$ cat src/rtl/vend_dispense_ctrl_if.sv
// vend_dispense_ctrl_if: vend code, sensor and mechanism-drive bundle for vend_dispense_ctrl
// Signals: Y (2-bit vend code), drop_sense, fault_clr driven by master;
//          motor_on, change_eject, vend_done, fault, q_overflow, code_err, q_count, busy driven by slave.
interface vend_dispense_ctrl_if #(
    parameter int QDEPTH = 4
);
    logic [1:0]              Y;
    logic                    drop_sense;
    logic                    fault_clr;
    logic                    motor_on;
    logic                    change_eject;
    logic                    vend_done;
    logic                    fault;
    logic                    q_overflow;
    logic                    code_err;
    logic [$clog2(QDEPTH):0] q_count;
    logic                    busy;
    modport master (
        output Y, drop_sense, fault_clr,
        input  motor_on, change_eject, vend_done, fault, q_overflow, code_err, q_count, busy
    );
    modport slave (
        input  Y, drop_sense, fault_clr,
        output motor_on, change_eject, vend_done, fault, q_overflow, code_err, q_count, busy
    );
endinterface

$ cat src/rtl/vend_dispense_ctrl.sv
// vend_dispense_ctrl: queues vend codes and sequences the product motor, drop check and change ejector
// Ports: clk (rising edge), rst_n (async active-low),
//        bus (slave): Y, drop_sense, fault_clr in; motor_on, change_eject, vend_done, fault,
//                     q_overflow, code_err, q_count, busy out.
module vend_dispense_ctrl #(
    parameter int MOTOR_CYC   = 8,
    parameter int TIMEOUT_CYC = 64,
    parameter int CHANGE_CYC  = 4,
    parameter int QDEPTH      = 4
) (
    input logic                 clk,
    input logic                 rst_n,
    vend_dispense_ctrl_if.slave bus
);
    localparam int MC   = MOTOR_CYC > CHANGE_CYC ? MOTOR_CYC : CHANGE_CYC;
    localparam int MAXC = MC > TIMEOUT_CYC ? MC : TIMEOUT_CYC;
    localparam int CW   = $clog2(MAXC) + 1;
    localparam int PW   = $clog2(QDEPTH);
    localparam int NW   = PW + 1;
    typedef enum logic [2:0] {IDLE, MOTOR, WAIT_DROP, CHANGE, FAULT} state_t;
    state_t        r_state;
    logic [CW-1:0] r_cnt;
    logic          r_drop, r_chg, r_motor, r_eject, r_done, r_fault, r_ovf, r_cerr;
    logic          r_mem [QDEPTH];
    logic [PW-1:0] r_wp, r_rp;
    logic [NW-1:0] r_count;
    logic          w_push, w_pop, w_full, w_acc, w_dropped;
    logic [CW-1:0] w_cnt_inc;
    always_comb begin
        w_push    = bus.Y[1];
        w_pop     = r_state == IDLE && r_count != '0;
        w_full    = r_count == NW'(QDEPTH);
        // a pop in the same cycle frees the slot, so a full queue still accepts
        w_acc     = w_push && (!w_full || w_pop);
        w_dropped = r_drop || bus.drop_sense;
        w_cnt_inc = &r_cnt ? r_cnt : r_cnt + 1'b1;
    end
    always_ff @(posedge clk or negedge rst_n) begin
        if (!rst_n) begin
            r_wp    <= '0;
            r_rp    <= '0;
            r_count <= '0;
            r_ovf   <= 1'b0;
            r_cerr  <= 1'b0;
        end else begin
            if (w_acc) r_wp <= r_wp + 1'b1;
            if (w_pop) r_rp <= r_rp + 1'b1;
            r_count <= r_count + NW'(w_acc) - NW'(w_pop);
            r_ovf   <= w_push && !w_acc;
            r_cerr  <= bus.Y == 2'b01;
        end
    end
    always_ff @(posedge clk) begin
        if (w_acc) r_mem[r_wp] <= bus.Y[0];
    end
    always_ff @(posedge clk or negedge rst_n) begin
        if (!rst_n) begin
            r_state <= IDLE;
            r_cnt   <= '0;
            r_drop  <= 1'b0;
            r_chg   <= 1'b0;
            r_motor <= 1'b0;
            r_eject <= 1'b0;
            r_done  <= 1'b0;
            r_fault <= 1'b0;
        end else begin
            r_done <= 1'b0;
            case (r_state)
                IDLE: if (w_pop) begin
                    r_state <= MOTOR;
                    r_chg   <= r_mem[r_rp];
                    r_drop  <= 1'b0;
                    r_cnt   <= '0;
                    r_motor <= 1'b1;
                end
                MOTOR: begin
                    if (bus.drop_sense) r_drop <= 1'b1;
                    if (r_cnt == CW'(MOTOR_CYC - 1)) begin
                        r_state <= WAIT_DROP;
                        r_motor <= 1'b0;
                        r_cnt   <= '0;
                    end else r_cnt <= w_cnt_inc;
                end
                // drop is tested before the timeout so a drop on the last cycle still succeeds
                WAIT_DROP: if (w_dropped) begin
                    r_cnt <= '0;
                    if (r_chg) begin
                        r_state <= CHANGE;
                        r_eject <= 1'b1;
                    end else begin
                        r_state <= IDLE;
                        r_done  <= 1'b1;
                    end
                end else if (r_cnt == CW'(TIMEOUT_CYC - 1)) begin
                    r_state <= FAULT;
                    r_fault <= 1'b1;
                    r_cnt   <= '0;
                end else r_cnt <= w_cnt_inc;
                CHANGE: if (r_cnt == CW'(CHANGE_CYC - 1)) begin
                    r_state <= IDLE;
                    r_eject <= 1'b0;
                    r_done  <= 1'b1;
                    r_cnt   <= '0;
                end else r_cnt <= w_cnt_inc;
                FAULT: if (bus.fault_clr) begin
                    r_state <= IDLE;
                    r_fault <= 1'b0;
                end
                default: r_state <= IDLE;
            endcase
        end
    end
    assign bus.motor_on     = r_motor;
    assign bus.change_eject = r_eject;
    assign bus.vend_done    = r_done;
    assign bus.fault        = r_fault;
    assign bus.q_overflow   = r_ovf;
    assign bus.code_err     = r_cerr;
    assign bus.q_count      = r_count;
    assign bus.busy         = r_state != IDLE || r_count != '0;
endmodule
$ cat src/flat_wrapper.sv
// flat-port wrapper written by rule: the top's interface ports become plain ports
module vend_dispense_ctrl_flat 
#(
    parameter int MOTOR_CYC   = 8,
    parameter int TIMEOUT_CYC = 64,
    parameter int CHANGE_CYC  = 4,
    parameter int QDEPTH      = 4
)
  (clk, rst_n, bus_Y, bus_drop_sense, bus_fault_clr, bus_motor_on, bus_change_eject, bus_vend_done, bus_fault, bus_q_overflow, bus_code_err, bus_q_count, bus_busy);
  vend_dispense_ctrl_if #(.QDEPTH(QDEPTH)) bus_i ();
  input logic clk;
  input logic rst_n;
  input wire logic [$bits(bus_i.Y)-1:0] bus_Y;
  input wire logic [$bits(bus_i.drop_sense)-1:0] bus_drop_sense;
  input wire logic [$bits(bus_i.fault_clr)-1:0] bus_fault_clr;
  output wire logic [$bits(bus_i.motor_on)-1:0] bus_motor_on;
  output wire logic [$bits(bus_i.change_eject)-1:0] bus_change_eject;
  output wire logic [$bits(bus_i.vend_done)-1:0] bus_vend_done;
  output wire logic [$bits(bus_i.fault)-1:0] bus_fault;
  output wire logic [$bits(bus_i.q_overflow)-1:0] bus_q_overflow;
  output wire logic [$bits(bus_i.code_err)-1:0] bus_code_err;
  output wire logic [$bits(bus_i.q_count)-1:0] bus_q_count;
  output wire logic [$bits(bus_i.busy)-1:0] bus_busy;
  assign bus_i.Y = bus_Y;
  assign bus_i.drop_sense = bus_drop_sense;
  assign bus_i.fault_clr = bus_fault_clr;
  assign bus_motor_on = bus_i.motor_on;
  assign bus_change_eject = bus_i.change_eject;
  assign bus_vend_done = bus_i.vend_done;
  assign bus_fault = bus_i.fault;
  assign bus_q_overflow = bus_i.q_overflow;
  assign bus_code_err = bus_i.code_err;
  assign bus_q_count = bus_i.q_count;
  assign bus_busy = bus_i.busy;
  vend_dispense_ctrl #(.MOTOR_CYC(MOTOR_CYC), .TIMEOUT_CYC(TIMEOUT_CYC), .CHANGE_CYC(CHANGE_CYC), .QDEPTH(QDEPTH)) u_core (.clk(clk), .rst_n(rst_n), .bus(bus_i));
endmodule
$ cat config.mk
export PLATFORM = sky130hd
export DESIGN_NAME = vend_dispense_ctrl_flat
export DESIGN_NICKNAME = d
export VERILOG_FILES = /design/src/rtl/vend_dispense_ctrl_if.sv /design/src/rtl/vend_dispense_ctrl.sv /design/src/flat_wrapper.sv
export SDC_FILE = /design/constraint.sdc
export NUM_CORES = 1
export LEC_CHECK = 0
export CAP_MARGIN = 30
export CORE_ASPECT_RATIO = 2
export CORE_MARGIN = 4
export CORE_UTILIZATION = 39
export CTS_CLUSTER_DIAMETER = 60
export CTS_CLUSTER_SIZE = 8
export DETAILED_ROUTE_END_ITERATION = 8
export PLACE_DENSITY_LB_ADDON = 0.25
export REMOVE_ABC_BUFFERS = 1
export SLEW_MARGIN = 25
export SYNTH_ARGS = -nofsm -noshare
export SYNTH_HDL_FRONTEND = slang
export SYNTH_SLANG_ARGS = --single-unit
export TNS_END_PERCENT = 5
$ cat constraint.sdc
create_clock -name clk -period 2.6 [get_ports clk]
set_clock_uncertainty 0.1 [all_clocks]
set_input_delay 0.26 -clock clk [delete_from_list [all_inputs] [get_ports clk]]
set_output_delay 0.26 -clock clk [all_outputs]
set_load 0.03 [all_outputs]
## Word-level counts from Yosys, hierarchy flattened

Memory sizes are Yosys's and may differ from the RTL's. A register that Yosys moved wholly into a read port is not among the register bits.
Cells that the tools add are included.

| cells by class | value |
|---|---|
| add/subtract/negate cells | 5 |
| equality and inequality tests | 19 |
| reduce and logical (&&, ||, !) cells | 24 |
| muxes and demuxes | 35 |

Operators by type and width:

| operator | number |
|---|---|
| 2-to-1 mux 7 bit | 6 |
| one-hot mux 7 bit (4 select lines) | 1 |
| 2-to-1 mux 3 bit | 6 |
| 2-to-1 mux 1 bit | 15 |
| one-hot mux 3 bit (5 select lines) | 1 |
| inequality test 2 x 1 -> 1 bit, second input constant | 6 |
| one-hot mux 1 bit (2 select lines) | 5 |
| AND reduction 4 bit | 2 |
| adder 7 x 1 -> 7 bit, second input constant | 1 |
| equality test 7 x 2 -> 1 bit, second input constant | 1 |
| equality test 7 x 3 -> 1 bit, second input constant | 1 |
| equality test 7 x 6 -> 1 bit, second input constant | 1 |
| AND reduction 7 bit | 1 |
| equality test 3 x 2 -> 1 bit, second input constant | 2 |
| equality test 3 bit, second input constant | 2 |
| inequality test 2 bit, second input constant | 3 |
| AND reduction 3 bit | 2 |
| nonzero test 2 bit | 3 |
| nonzero test 3 bit | 2 |
| AND reduction 5 bit | 1 |
| adder 2 x 1 -> 2 bit, second input constant | 2 |
| AND reduction 2 bit | 2 |
| nonzero test 4 bit | 1 |
| adder 3 x 1 -> 3 bit | 1 |
| other kinds (9) | 15 |

| word-level totals | value |
|---|---|
| output and inout bits | 10 |
| bits in registers | 24 |
| memories kept | 1 |
| logic and storage cells | 96 |
| input port bits | 6 |
| bits in writable memories | 4 |

Memory list:

| name | words | width | rd ports | clocked after Yosys merged registers in | wr ports | RTL line | text |
|---|---|---|---|---|---|---|---|
| u_core.r_mem | 4 | 1 | 1 | 1 | 1 | vend_dispense_ctrl.sv:24 | `logic r_mem [QDEPTH];` |

## Depth between registers and ports, before layout

| depth | value |
|---|---|
| depth in word-level cells | 6 |
| depth in mapped cells | 8 |

## Worst setup path before layout

Ideal clock, no wire load.

| timing path | value |
|---|---|
| path kind | register -> register |
| from | register u_core.r_count[2], in the netlist u_core.bus.q_count[2] |
| to | register u_core.r_count[2], in the netlist u_core.bus.q_count[2] |
| data required time | 2.365 ns |
| cell stages (with the launch flop) | 9 |
| period minus slack after synthesis | 2.344 ns |
| setup slack | 0.256 ns |
| path buffers | 0 |
| arrival | 2.108 ns |
| path through | dfrtp_1 nor3_2 nor4_2 ha_1 inv_1 ha_1 fa_1 xor2_1 xnor2_1 |

| between the ends | value |
|---|---|
| cells in the longest elaborated chain, start to end | 6 |
| elaborated cells on any way between the ends | 8 |
| classes of those cells | 2 x add/sub; 1 x eq/ne; 5 x reduce/logical |

RTL lines:

| item | RTL line | text |
|---|---|---|
| start, declared | vend_dispense_ctrl.sv:26 | `logic [NW-1:0] r_count;` |
| start signal, assigned | vend_dispense_ctrl.sv:48 | `r_count <= r_count + NW'(w_acc) - NW'(w_pop);` |
| nonzero test 3 bit (*) | vend_dispense_ctrl.sv:31 | `w_pop = r_state == IDLE && r_count != '0;` |
| logical AND 1 bit (*) | vend_dispense_ctrl.sv:31 |  |
| via u_core.w_pop | vend_dispense_ctrl.sv:27 | `logic w_push, w_pop, w_full, w_acc, w_dropped;` |
| logical OR 1 bit | vend_dispense_ctrl.sv:34 | `w_acc = w_push && (!w_full \|\| w_pop);` |
| logical AND 1 bit | vend_dispense_ctrl.sv:34 |  |
| adder 3 x 1 -> 3 bit | vend_dispense_ctrl.sv:48 |  |
| subtractor 3 x 1 -> 3 bit (*) | vend_dispense_ctrl.sv:48 |  |

Mark *: on every way through the listed nets, which the timed path passes. The rest lies on a longest branch.
A chain may end at the register's enable or synchronous reset.

## Worst setup path in the final report

| timing path | value |
|---|---|
| from | register u_core.r_state[0] |
| to | output port bus_busy |

| between the ends | value |
|---|---|
| cells in the longest elaborated chain, start to end | 2 |

RTL lines:

| item | RTL line | text |
|---|---|---|
| start, declared | vend_dispense_ctrl.sv:21 | `state_t r_state;` |
| start signal, assigned | vend_dispense_ctrl.sv:58 | `r_state <= IDLE;` |
| start signal, assigned | vend_dispense_ctrl.sv:70 | `r_state <= MOTOR;` |
| start signal, assigned | vend_dispense_ctrl.sv:79 | `r_state <= WAIT_DROP;` |
| nonzero test 3 bit | vend_dispense_ctrl.sv:120 | `assign bus.busy = r_state != IDLE \|\| r_count != '0;` |
| logical OR 1 bit | vend_dispense_ctrl.sv:120 |  |
| end, declared | flat_wrapper.sv:23 | `output wire logic [$bits(bus_i.busy)-1:0] bus_busy;` |

Every way passes these cells.

==> results.ini <==
[pwr]
p_leak_uw = 0.000832
swShare = 0.198
clockPowerShare = 0.481
combPwrFrac = 0.028
p_switching_uw = 186
max-vdd-ir-drop_mv = 0.386
power.density_nw_per_um2 = 498
internal_power_uw = 755
p_seq_frac = 0.491

[routing]
via_per_inst = 5.33
wirelength_microns = 3410
wl_per_cell_microns = 15.5
vias = 1173
antenna_left = 0
dr.pass1.iters = 4
drc_errors = 0
drt-initial-drc-count = 23

[timing]
rsz0062_at_grt = no
slew_headroom = 0.590
period_share = 0.861
worst_pin_slew_ps = 611
timing.fmax_mhz = 447
slew_violations = 0
setup_viol = 0
hold_slack_ps = 249
min_period_ps = 2240
hold_viol = 0
fin_setup_tns_ps = 0

[die]
die_area_sq_um = 5100
fp.dieH_microns = 97.1
rows = 32
coreArea_sq_um = 3840
initial_core_util = 0.402
pin_count = 16
die_w_microns = 52.5

[yosys]
synth_edf_count = 4
synth_cells = 145
synth.area.top_cells = dfrtp_1 (40%), edfxtp_1 (7.8%), ha_1 (5.7%), a21oi_1 (3.6%), and3_1 (3.2%)
synthFlopType = dfrtp_1
synthesis.area_sq_um = 1550
synth.distinct_cells = 46
yosysTopAreaCell = dfrtp_1
seq_area_frac_synth = 0.482
synth_top_area_share = 0.405
avgSynthCellArea_sq_um = 10.7
ys_ff_latch = 29
ys_warn_count = 0
ys_async_sr_fraction = 0.862

[outcome]
status = complete, no violations

[clock_network]
cts_resized = 0
hold_buffers = 0
clk_pin_slew_ps = 70
cts-root-buf = clkbuf_8
cts_buffer_depth = 2
cts_made_buffers = 5
cts_tree = done
htreeDepth = 2
insertion_delay_ps = 280
clock_sinks = 29
postCtsSetupRepairBufs = 0

[layout]
design_area_sq_um = 1890
drive_above_1_share = 0.118
layout.nets = 182
insertedDiodeCount = 0
utilization = 0.492
n_fill_cell = 377
area_delta_synth_final_pct = 22.2

[global_routing]
grt_max_degree = 26
overflow = 0
grt_pass1_wl_microns = 5550
antenna_found_initial = 0
grtUsageTotal = 0.146
grt_pass1_vias = 1247

[worst_setup_path]
cp_max_fo = 12
end_kind = output port
crit_type = register to output port
required_ps = 2240
worstSetupStartpointType = register
critical_path_arrival_ps = 1880
r2r_setup_slack_ps = 440

[placement]
io_buffers = 15
dp_hpwl_microns = 2600
gp_congestion = 0.834
postPlaceCellArea_sq_um = 1780

[flow_run]
max_cap_viol_count = 0

[min_path]
min_path_type = primary input to async pin

## sequential cells by signal (all words and copies together) (netlist names), 2 cells and up
register,cells
u_core.r_cnt,7
u_core.r_rp,2
u_core.r_wp,2
u_core.r_state,3
u_core.bus.q_count,3
u_core.r_mem,4
## per-layer routing
metal	share of wire	GRT usage
met5	0	0
met4	0.022	0.0669
met3	0.030	0.0369
met2	0.58	0.265
met1	0.37	0.146
## through the flow
step	worst slack [ps]	power [uW]	cells
global route	310	970	220
CTS	358	951	220
detailed placement	437	498	212
floorplan	256	475	140
global placement	511	498	212
finish	362	941	220
## final timing paths
| path | startpoint | end | depth (start not counted) |
|---|---|---|---|
| min | rst_n | u_core.bus.q_count[2]$_DFF_PN0_ | 2 |
| min reg2reg | u_core.r_cnt[0]$_DFFE_PN0P_ | u_core.r_cnt[0]$_DFFE_PN0P_ | 1 |
| max in group asynchronous | rst_n | u_core.r_cnt[3]$_DFFE_PN0P_ | 2 |
| max reg2reg | u_core.r_state[1]$_DFFE_PN0P_ | u_core.bus.q_count[2]$_DFF_PN0_ | 7 |
| min in group clk | u_core.r_cnt[0]$_DFFE_PN0P_ | u_core.r_cnt[0]$_DFFE_PN0P_ | 1 |
| max | u_core.r_state[0]$_DFFE_PN0P_ | bus_busy | 4 |
## final cells by class
class                   instances  area [sq um]  area share
clock buffers                   6          72.6      0.0384
flip-flops and latches         29           746       0.394
repair buffers                 21           195       0.103
clock inverters                 2          33.8      0.0179
multi-input cells             101           742       0.392
inverters                      10          37.5      0.0199
well taps                      51          63.8      0.0338
## kinds of logic after synthesis
logic type	count (synthesis)	share of synthesized area
buf+inv	15	0.0380
flops	29	0.482
xor+xnor	6	0.0340
fa+ha+maj	8	0.0696
simple gates	50	0.195
mux	3	0.0291
compound gates	34	0.152
## cell usage in the layout (no fill, tap or decap), drive strengths merged, types with 3 or more instances in the layout
cell type,Yosys,layout
ha,7,7
nor3,4,4
and3,8,8
nor2b,4,4
nor2,9,9
nor4,4,4
xnor2,3,3
clkbuf,4,6
o31ai,3,3
edfxtp,4,4
o21ai,6,6
a21oi,11,11
inv,10,10
nand3,4,4
xor2,3,3
and2,3,3
dfrtp,25,25
nand2,4,4
buf,1,6
clkdlybuf4s50,0,15
## critical path, stage by stage, from the launching register on
cell             delay, ps
dfrtp_1                420
buf_4                  200
nor2_1                 270
nand3b_1               110
clkdlybuf4s50_1        600
## synthesized netlist by cell type, types with 2 or more instances
cell type	instances
nor4_1	2
a21oi_1	11
mux2_2	2
nor2b_1	4
nand3_1	4
o31ai_1	3
nand4_1	2
dfrtp_1	25
a211oi_1	2
nor2_1	9
xnor2_1	3
and3_1	8
nor3b_1	2
ha_1	7
nand3b_1	2
nor3_1	3
and2_1	2
o21ai_0	6
xor2_1	3
clkbuf_1	3
nand2_1	4
nand2b_1	2
edfxtp_1	4
inv_1	10
## power by group through the flow
stage	registers (uW)	logic, uW	clock network (uW)
5_1_grt	462	29.3	479
4_1_cts	462	27.7	461
3_5_place_dp	470	27.5	0
2_1_floorplan	474	1.24	0
6_report	462	26.6	452
3_3_place_gp	470	27.1	0
Power figures use the tool's default switching activity.
